File: src/rtl/timebase_pkg.sv
// timebase_pkg
// Shared definitions for the timebase timer: the countdown channel state
// encoding and the default values of the block parameters.
package timebase_pkg;

    typedef enum logic {
        IDLE = 1'b0,
        RUN  = 1'b1
    } chan_state_t;

    localparam int DEF_CLK_PER_TICK = 50;
    localparam int DEF_CNT_W        = 32;
    localparam int DEF_N_CH         = 4;
    localparam int DEF_TMO_W        = 24;

endpackage

File: src/rtl/timebase_timer_if.sv
// timebase_timer_if
// Bundles the control and status signals of the timebase timer.
//   en, clr            timebase enable and synchronous clear
//   tick, time_count   tick pulse and free-running tick counter
//   start, stop        per-channel arm/re-arm and cancel strobes
//   timeout            per-channel duration in ticks, channel i in [i*TMO_W +: TMO_W]
//   busy, expired      per-channel counting flag and completion pulse
// master: the controlling side; slave: the timer itself.
interface timebase_timer_if #(
    parameter int CNT_W = 32,
    parameter int N_CH  = 4,
    parameter int TMO_W = 24
);

    logic                  en;
    logic                  clr;
    logic                  tick;
    logic [CNT_W-1:0]      time_count;
    logic [N_CH-1:0]       start;
    logic [N_CH-1:0]       stop;
    logic [N_CH*TMO_W-1:0] timeout;
    logic [N_CH-1:0]       busy;
    logic [N_CH-1:0]       expired;

    modport master (
        output en, clr, start, stop, timeout,
        input  tick, time_count, busy, expired
    );

    modport slave (
        input  en, clr, start, stop, timeout,
        output tick, time_count, busy, expired
    );

endinterface

File: src/rtl/timer_channel.sv
// timer_channel
// One countdown channel: a remaining-ticks counter plus an IDLE/RUN FSM.
//   clk, rst   clock and asynchronous active-high reset
//   tick       timebase tick, already qualified by the timebase enable
//   start      arm/re-arm strobe, samples timeout
//   stop       cancel strobe, wins over start and over the final tick
//   timeout    duration in ticks
//   busy       high while in RUN
//   expired    one-cycle pulse the cycle after the count completes
module timer_channel
    import timebase_pkg::*;
#(
    parameter int TMO_W = DEF_TMO_W
) (
    input  logic             clk,
    input  logic             rst,
    input  logic             tick,
    input  logic             start,
    input  logic             stop,
    input  logic [TMO_W-1:0] timeout,
    output logic             busy,
    output logic             expired
);

    chan_state_t      state_q, state_d;
    logic [TMO_W-1:0] rem_q, rem_d;
    logic             exp_q, exp_d;

    always_ff @(posedge clk or posedge rst) begin
        if (rst) begin
            state_q <= IDLE;
            rem_q   <= '0;
            exp_q   <= 1'b0;
        end else begin
            state_q <= state_d;
            rem_q   <= rem_d;
            exp_q   <= exp_d;
        end
    end

    // Priority: stop, then start, then the tick countdown. A start that
    // coincides with a tick loads the full timeout and swallows that tick.
    always_comb begin
        state_d = state_q;
        rem_d   = rem_q;
        exp_d   = 1'b0;
        if (stop) begin
            state_d = IDLE;
            rem_d   = '0;
        end else if (start) begin
            if (timeout == '0) begin
                state_d = IDLE;
                rem_d   = '0;
                exp_d   = 1'b1;
            end else begin
                state_d = RUN;
                rem_d   = timeout;
            end
        end else begin
            case (state_q)
                RUN: begin
                    if (tick) begin
                        if (rem_q == TMO_W'(1)) begin
                            state_d = IDLE;
                            rem_d   = '0;
                            exp_d   = 1'b1;
                        end else begin
                            rem_d = rem_q - TMO_W'(1);
                        end
                    end
                end
                default: begin
                    state_d = IDLE;
                end
            endcase
        end
    end

    assign busy    = (state_q == RUN);
    assign expired = exp_q;

endmodule

File: src/rtl/timebase_timer.sv
// timebase_timer
// Prescaler producing a tick every CLK_PER_TICK enabled cycles, a wrapping
// tick counter, and N_CH independent countdown channels driven by the tick.
//   clk   single clock, rising edge
//   rst   asynchronous active-high reset
//   bus   timebase_timer_if slave: en, clr, tick, time_count, start, stop,
//         timeout, busy, expired
// CLK_PER_TICK must be 2 or more.
module timebase_timer
    import timebase_pkg::*;
#(
    parameter int CLK_PER_TICK = DEF_CLK_PER_TICK,
    parameter int CNT_W        = DEF_CNT_W,
    parameter int N_CH         = DEF_N_CH,
    parameter int TMO_W        = DEF_TMO_W
) (
    input  logic clk,
    input  logic rst,
    timebase_timer_if.slave bus
);

    localparam int          PW   = $clog2(CLK_PER_TICK);
    localparam logic [PW-1:0] LAST = PW'(CLK_PER_TICK - 1);

    logic [PW-1:0]    presc_q;
    logic             tick_q;
    logic [CNT_W-1:0] count_q;
    logic             tick_en;
    logic [N_CH-1:0]  busy_w;
    logic [N_CH-1:0]  exp_w;

    // tick_q is only cleared on an enabled cycle, so a tick raised just
    // before en drops is held (and hidden) until en returns. That way
    // every tick counted in time_count is also seen once by the channels.
    always_ff @(posedge clk or posedge rst) begin
        if (rst) begin
            presc_q <= '0;
            tick_q  <= 1'b0;
            count_q <= '0;
        end else if (bus.clr) begin
            presc_q <= '0;
            tick_q  <= 1'b0;
            count_q <= '0;
        end else if (bus.en) begin
            if (presc_q == LAST) begin
                presc_q <= '0;
                tick_q  <= 1'b1;
                count_q <= count_q + CNT_W'(1);
            end else begin
                presc_q <= presc_q + PW'(1);
                tick_q  <= 1'b0;
            end
        end
    end

    assign tick_en        = tick_q & bus.en;
    assign bus.tick       = tick_en;
    assign bus.time_count = count_q;

    for (genvar i = 0; i < N_CH; i++) begin : g_ch
        timer_channel #(
            .TMO_W(TMO_W)
        ) u_ch (
            .clk    (clk),
            .rst    (rst),
            .tick   (tick_en),
            .start  (bus.start[i]),
            .stop   (bus.stop[i]),
            .timeout(bus.timeout[i*TMO_W +: TMO_W]),
            .busy   (busy_w[i]),
            .expired(exp_w[i])
        );
    end

    assign bus.busy    = busy_w;
    assign bus.expired = exp_w;

endmodule
File: src/flat_wrapper.sv
// flat-port wrapper written by rule: the top's interface ports become plain ports
module timebase_timer_flat import timebase_pkg::*;
#(
    parameter int CLK_PER_TICK = DEF_CLK_PER_TICK,
    parameter int CNT_W        = DEF_CNT_W,
    parameter int N_CH         = DEF_N_CH,
    parameter int TMO_W        = DEF_TMO_W
)
  (clk, rst, bus_en, bus_clr, bus_start, bus_stop, bus_timeout, bus_tick, bus_time_count, bus_busy, bus_expired);
  timebase_timer_if #(.CNT_W(CNT_W), .N_CH(N_CH), .TMO_W(TMO_W)) bus_i ();
  input  logic clk;
  input  logic rst;
  input wire logic [$bits(bus_i.en)-1:0] bus_en;
  input wire logic [$bits(bus_i.clr)-1:0] bus_clr;
  input wire logic [$bits(bus_i.start)-1:0] bus_start;
  input wire logic [$bits(bus_i.stop)-1:0] bus_stop;
  input wire logic [$bits(bus_i.timeout)-1:0] bus_timeout;
  output wire logic [$bits(bus_i.tick)-1:0] bus_tick;
  output wire logic [$bits(bus_i.time_count)-1:0] bus_time_count;
  output wire logic [$bits(bus_i.busy)-1:0] bus_busy;
  output wire logic [$bits(bus_i.expired)-1:0] bus_expired;
  assign bus_i.en = bus_en;
  assign bus_i.clr = bus_clr;
  assign bus_i.start = bus_start;
  assign bus_i.stop = bus_stop;
  assign bus_i.timeout = bus_timeout;
  assign bus_tick = bus_i.tick;
  assign bus_time_count = bus_i.time_count;
  assign bus_busy = bus_i.busy;
  assign bus_expired = bus_i.expired;
  timebase_timer #(.CLK_PER_TICK(CLK_PER_TICK), .CNT_W(CNT_W), .N_CH(N_CH), .TMO_W(TMO_W)) u_core (.clk(clk), .rst(rst), .bus(bus_i));
endmodule
File: config.mk
export PLATFORM = sky130hd
export DESIGN_NAME = timebase_timer_flat
export DESIGN_NICKNAME = d
export VERILOG_FILES = /design/src/rtl/timebase_pkg.sv /design/src/rtl/timebase_timer_if.sv /design/src/rtl/timer_channel.sv /design/src/rtl/timebase_timer.sv /design/src/flat_wrapper.sv
export SDC_FILE = /design/constraint.sdc
export NUM_CORES = 1
export LEC_CHECK = 0
export ABC_AREA = 1
export BUFFER_PORTS_ARGS = -buffer_cell sky130_fd_sc_hd__buf_2
export CORE_MARGIN = 4
export CORE_UTILIZATION = 53
export DETAILED_ROUTE_END_ITERATION = 8
export GPL_ROUTABILITY_DRIVEN = 0
export GPL_TIMING_DRIVEN = 1
export PLACE_DENSITY = 0.74
export SETUP_SLACK_MARGIN = 0.02
export SYNTH_ARGS = -nofsm -noshare
export SYNTH_HDL_FRONTEND = slang
export SYNTH_HIERARCHICAL = 1
export SYNTH_SLANG_ARGS = --single-unit
File: constraint.sdc
create_clock -name clk -period 2 [get_ports clk]
set_input_delay 0.2 -clock clk [delete_from_list [all_inputs] [get_ports clk]]
set_output_delay 0.2 -clock clk [all_outputs]
set_load 0.01 [all_outputs]
==> run summary <==
Clk_lat worst skew: 0.44 ns
Core Region: 21,200 um^2
Fill cells: 2,007
Clock Power Share: 0.368
Setup TNS: 0 ns
Drt first pass iters: 8
Starting Density: 0.545
Tot GR Track Use: 0.270
Mapped Area: 11,600 um^2
Initial antenna violation count: 0
Leak pwr: 0.00726 uW
Ports: 149
Yosys warnings: 6
Gr ovfl total: 0
Sw Pwr: 3240 uW
Clk_skew: 0.0137 ns
Clock Tree Root: clkbuf_16
Arrival @ worst endpoint: 2.13 ns
Die area: 24,200 um^2
Period Utilization, post-route: 0.879
Max-slew headroom: 0.654
Port Buffers: 148
Drt via density: 5.25
CP startpoint kind: flop
Layout area overhead: 15.0%
Final hold vios: 0
Setup repair after global routing missed its margin: false
Worst slew pin tran: 0.519 ns
Ys async rst share: 1.00
Post-DRT Antenna Nets: 0
Peak supply drop: 0.000519 V
Maximum capacitance violations: 0
Post-synth EDFFs: 0
Hpwl dp: 24.7 mm
Mapped Cells: 1,915
Max-slew violation count: 0
Critical path fanouts, max: 8
Iter 0 DRT Violations: 819
First-pass GRT wire length: 54.6 mm
CP Class: flop to flop
Nets: 2,194
Reg clk slew, reported paths: 0.07 ns
Most frequent cell after synthesis: nand2_1
Netlist cell types: 40
Final setup viols: 0
Share of cells above drive strength 1: 0.165
Yosys top cell area share: 0.310
Clk sink count: 143
Final wirelength: 32.2 mm
Die Span Y: 156 um
Placed Instance Area: 12,600 um^2
Top post-synthesis cells by area: dfrtp_1, nand2_1, nor2_1
Synth area leader: dfrtp_1
Vias in the first global route: 11,900
Synthesized flop and latch total: 143
Switching Fraction: 0.358
Top_reg_cell synth: dfrtp_1
Outcome: finished, final reports clean
Overall die width: 156 um
PwrDens: 680 nW/um^2
Crit end category: flop
Minimum clock period: 1.76 ns
Clock tree buffer depth: 2
Postcts setup bufs: 0
Share of power burned in registers: 0.361
Syn Area/Cell: 6.04 um^2
P_int: 5800 uW
CTS buffer count: 17
Synth cell count leaders: nand2_1, nor2_1, inv_1, dfrtp_1, nand3_1
Pin count of the biggest net entering global routing: 40
Part of the power in combinational logic: 0.270
Fmax achieved: 569 MHz
Routed vias: 12,400
Path type of the worst min-delay path: input port to flop
Final instance area: 13,300 um^2
WL/cell: 13.6 um
Syn nets: 2,034
Sequential area share after synthesis: 0.310
H-tree Lvls: 4
CTS tree: yes
DRC: 0
Rows: 53
Worst EP required: 2.37 ns
==> final timing paths <==
kind	start	end	slack, ns	depth (start not counted)
worst max-delay path	u_core/tick_q	u_core/g_ch[3].u_ch/rem_q[6]	0.24	10
worst min-delay path	bus_timeout[0]	u_core/g_ch[0].u_ch/rem_q[0]	0.09	5
worst max register to register	u_core/tick_q	u_core/g_ch[3].u_ch/rem_q[6]	0.24	10
worst min register to register	u_core/tick_q	u_core/tick_q	0.48	2
max in group asynchronous	rst	u_core/bus.time_count[21]	1.11	4
min in group asynchronous	rst	u_core/g_ch[1].u_ch/rem_q[9]	0.46	4
==> logic make-up after synthesis <==
kind of cell / count (synthesis) / synth area share
and+or+nand+nor: 1388 / 0.526
buffers and inverters: 239 / 0.0844
DFF: 143 / 0.310
AOI/OAI and AO/OA: 112 / 0.0519
xor gates and xnor gates: 22 / 0.0167
adders and majority gates: 11 / 0.0119
==> area by class of cell <==
class	count	area, um^2	area share
multi-input cells	1533	7010	0.527
flip-flops and latches	143	3580	0.269
repair buffers	178	991	0.0745
inverters	202	761	0.0572
clock buffers	18	439	0.0330
well taps	275	344	0.0259
clock inverters	14	170	0.0128
diodes	1	2.50	0.000188
==> sequential cells by signal, summed over array words and instances, names as in the netlist <==
signal / flops
u_core/bus.time_count: 32
u_core/presc_q: 6
u_core/g_ch.u_ch/busy: 4
u_core/g_ch.u_ch/rem_q: 96
u_core/g_ch.u_ch/expired: 4
u_core/tick_q: 1
==> power groups by stage <==
stage | sequential, uW | combinational, uW | clock, uW
CTS | 3260 | 2430 | 3400
global placement | 3310 | 2360 | 0
detailed placement | 3310 | 2410 | 0
floorplan | 3260 | 1830 | 0
global route | 3290 | 2780 | 3500
finish | 3270 | 2440 | 3330
==> worst max-delay path, cell delays in order, from the launching register on <==
cell and delay [ns]:
dfrtp_1 0.34, nand2_1 0.05, inv_1 0.22, nand2_1 0.09
nand2_1 0.11, nand2_2 0.15, inv_2 0.12, nand2_1 0.21
inv_1 0.26, nand2_1 0.09, nand2_1 0.06
==> per-stage QoR <==
step	std cells	hold slack, ns	setup WS (ns)	utilization	total power (uW)
after floorplan	1915	0.240	0.557	-	5090
after global placement	2326	0.330	0.285	0.595	5670
after detailed placement	2326	0.336	0.257	0.595	5720
after CTS	2363	0.0757	0.240	0.626	9090
after global routing	2363	0.0924	0.0858	0.626	9580
final	2364	0.0877	0.243	0.626	9040
==> placed cells by master, fill, tap and decap left out, types with 24 or more instances in the layout <==
cell	instances
buf_2	148
buf_4	24
dfrtp_1	143
inv_1	189
nand2_1	744
nand2_2	34
nand3_1	117
nand4_1	40
nor2_1	337
nor2_2	35
nor2_4	28
o21ai_0	43
o21ai_1	30
==> what timing repair did <==
action	in CTS	in global routing
hold buffers	5	0
endpoints found under the hold margin	147	0
gates resized for setup	0	0
==> routing by layer <==
metal | track usage | wire length, um
met2 | 0.448 | 15200
met1 | 0.349 | 13800
met3 | 0.0452 | 2170
met4 | 0.117 | 1040
met5 | 0 | 0
No activity file was read; power rests on OpenSTA's default activity.
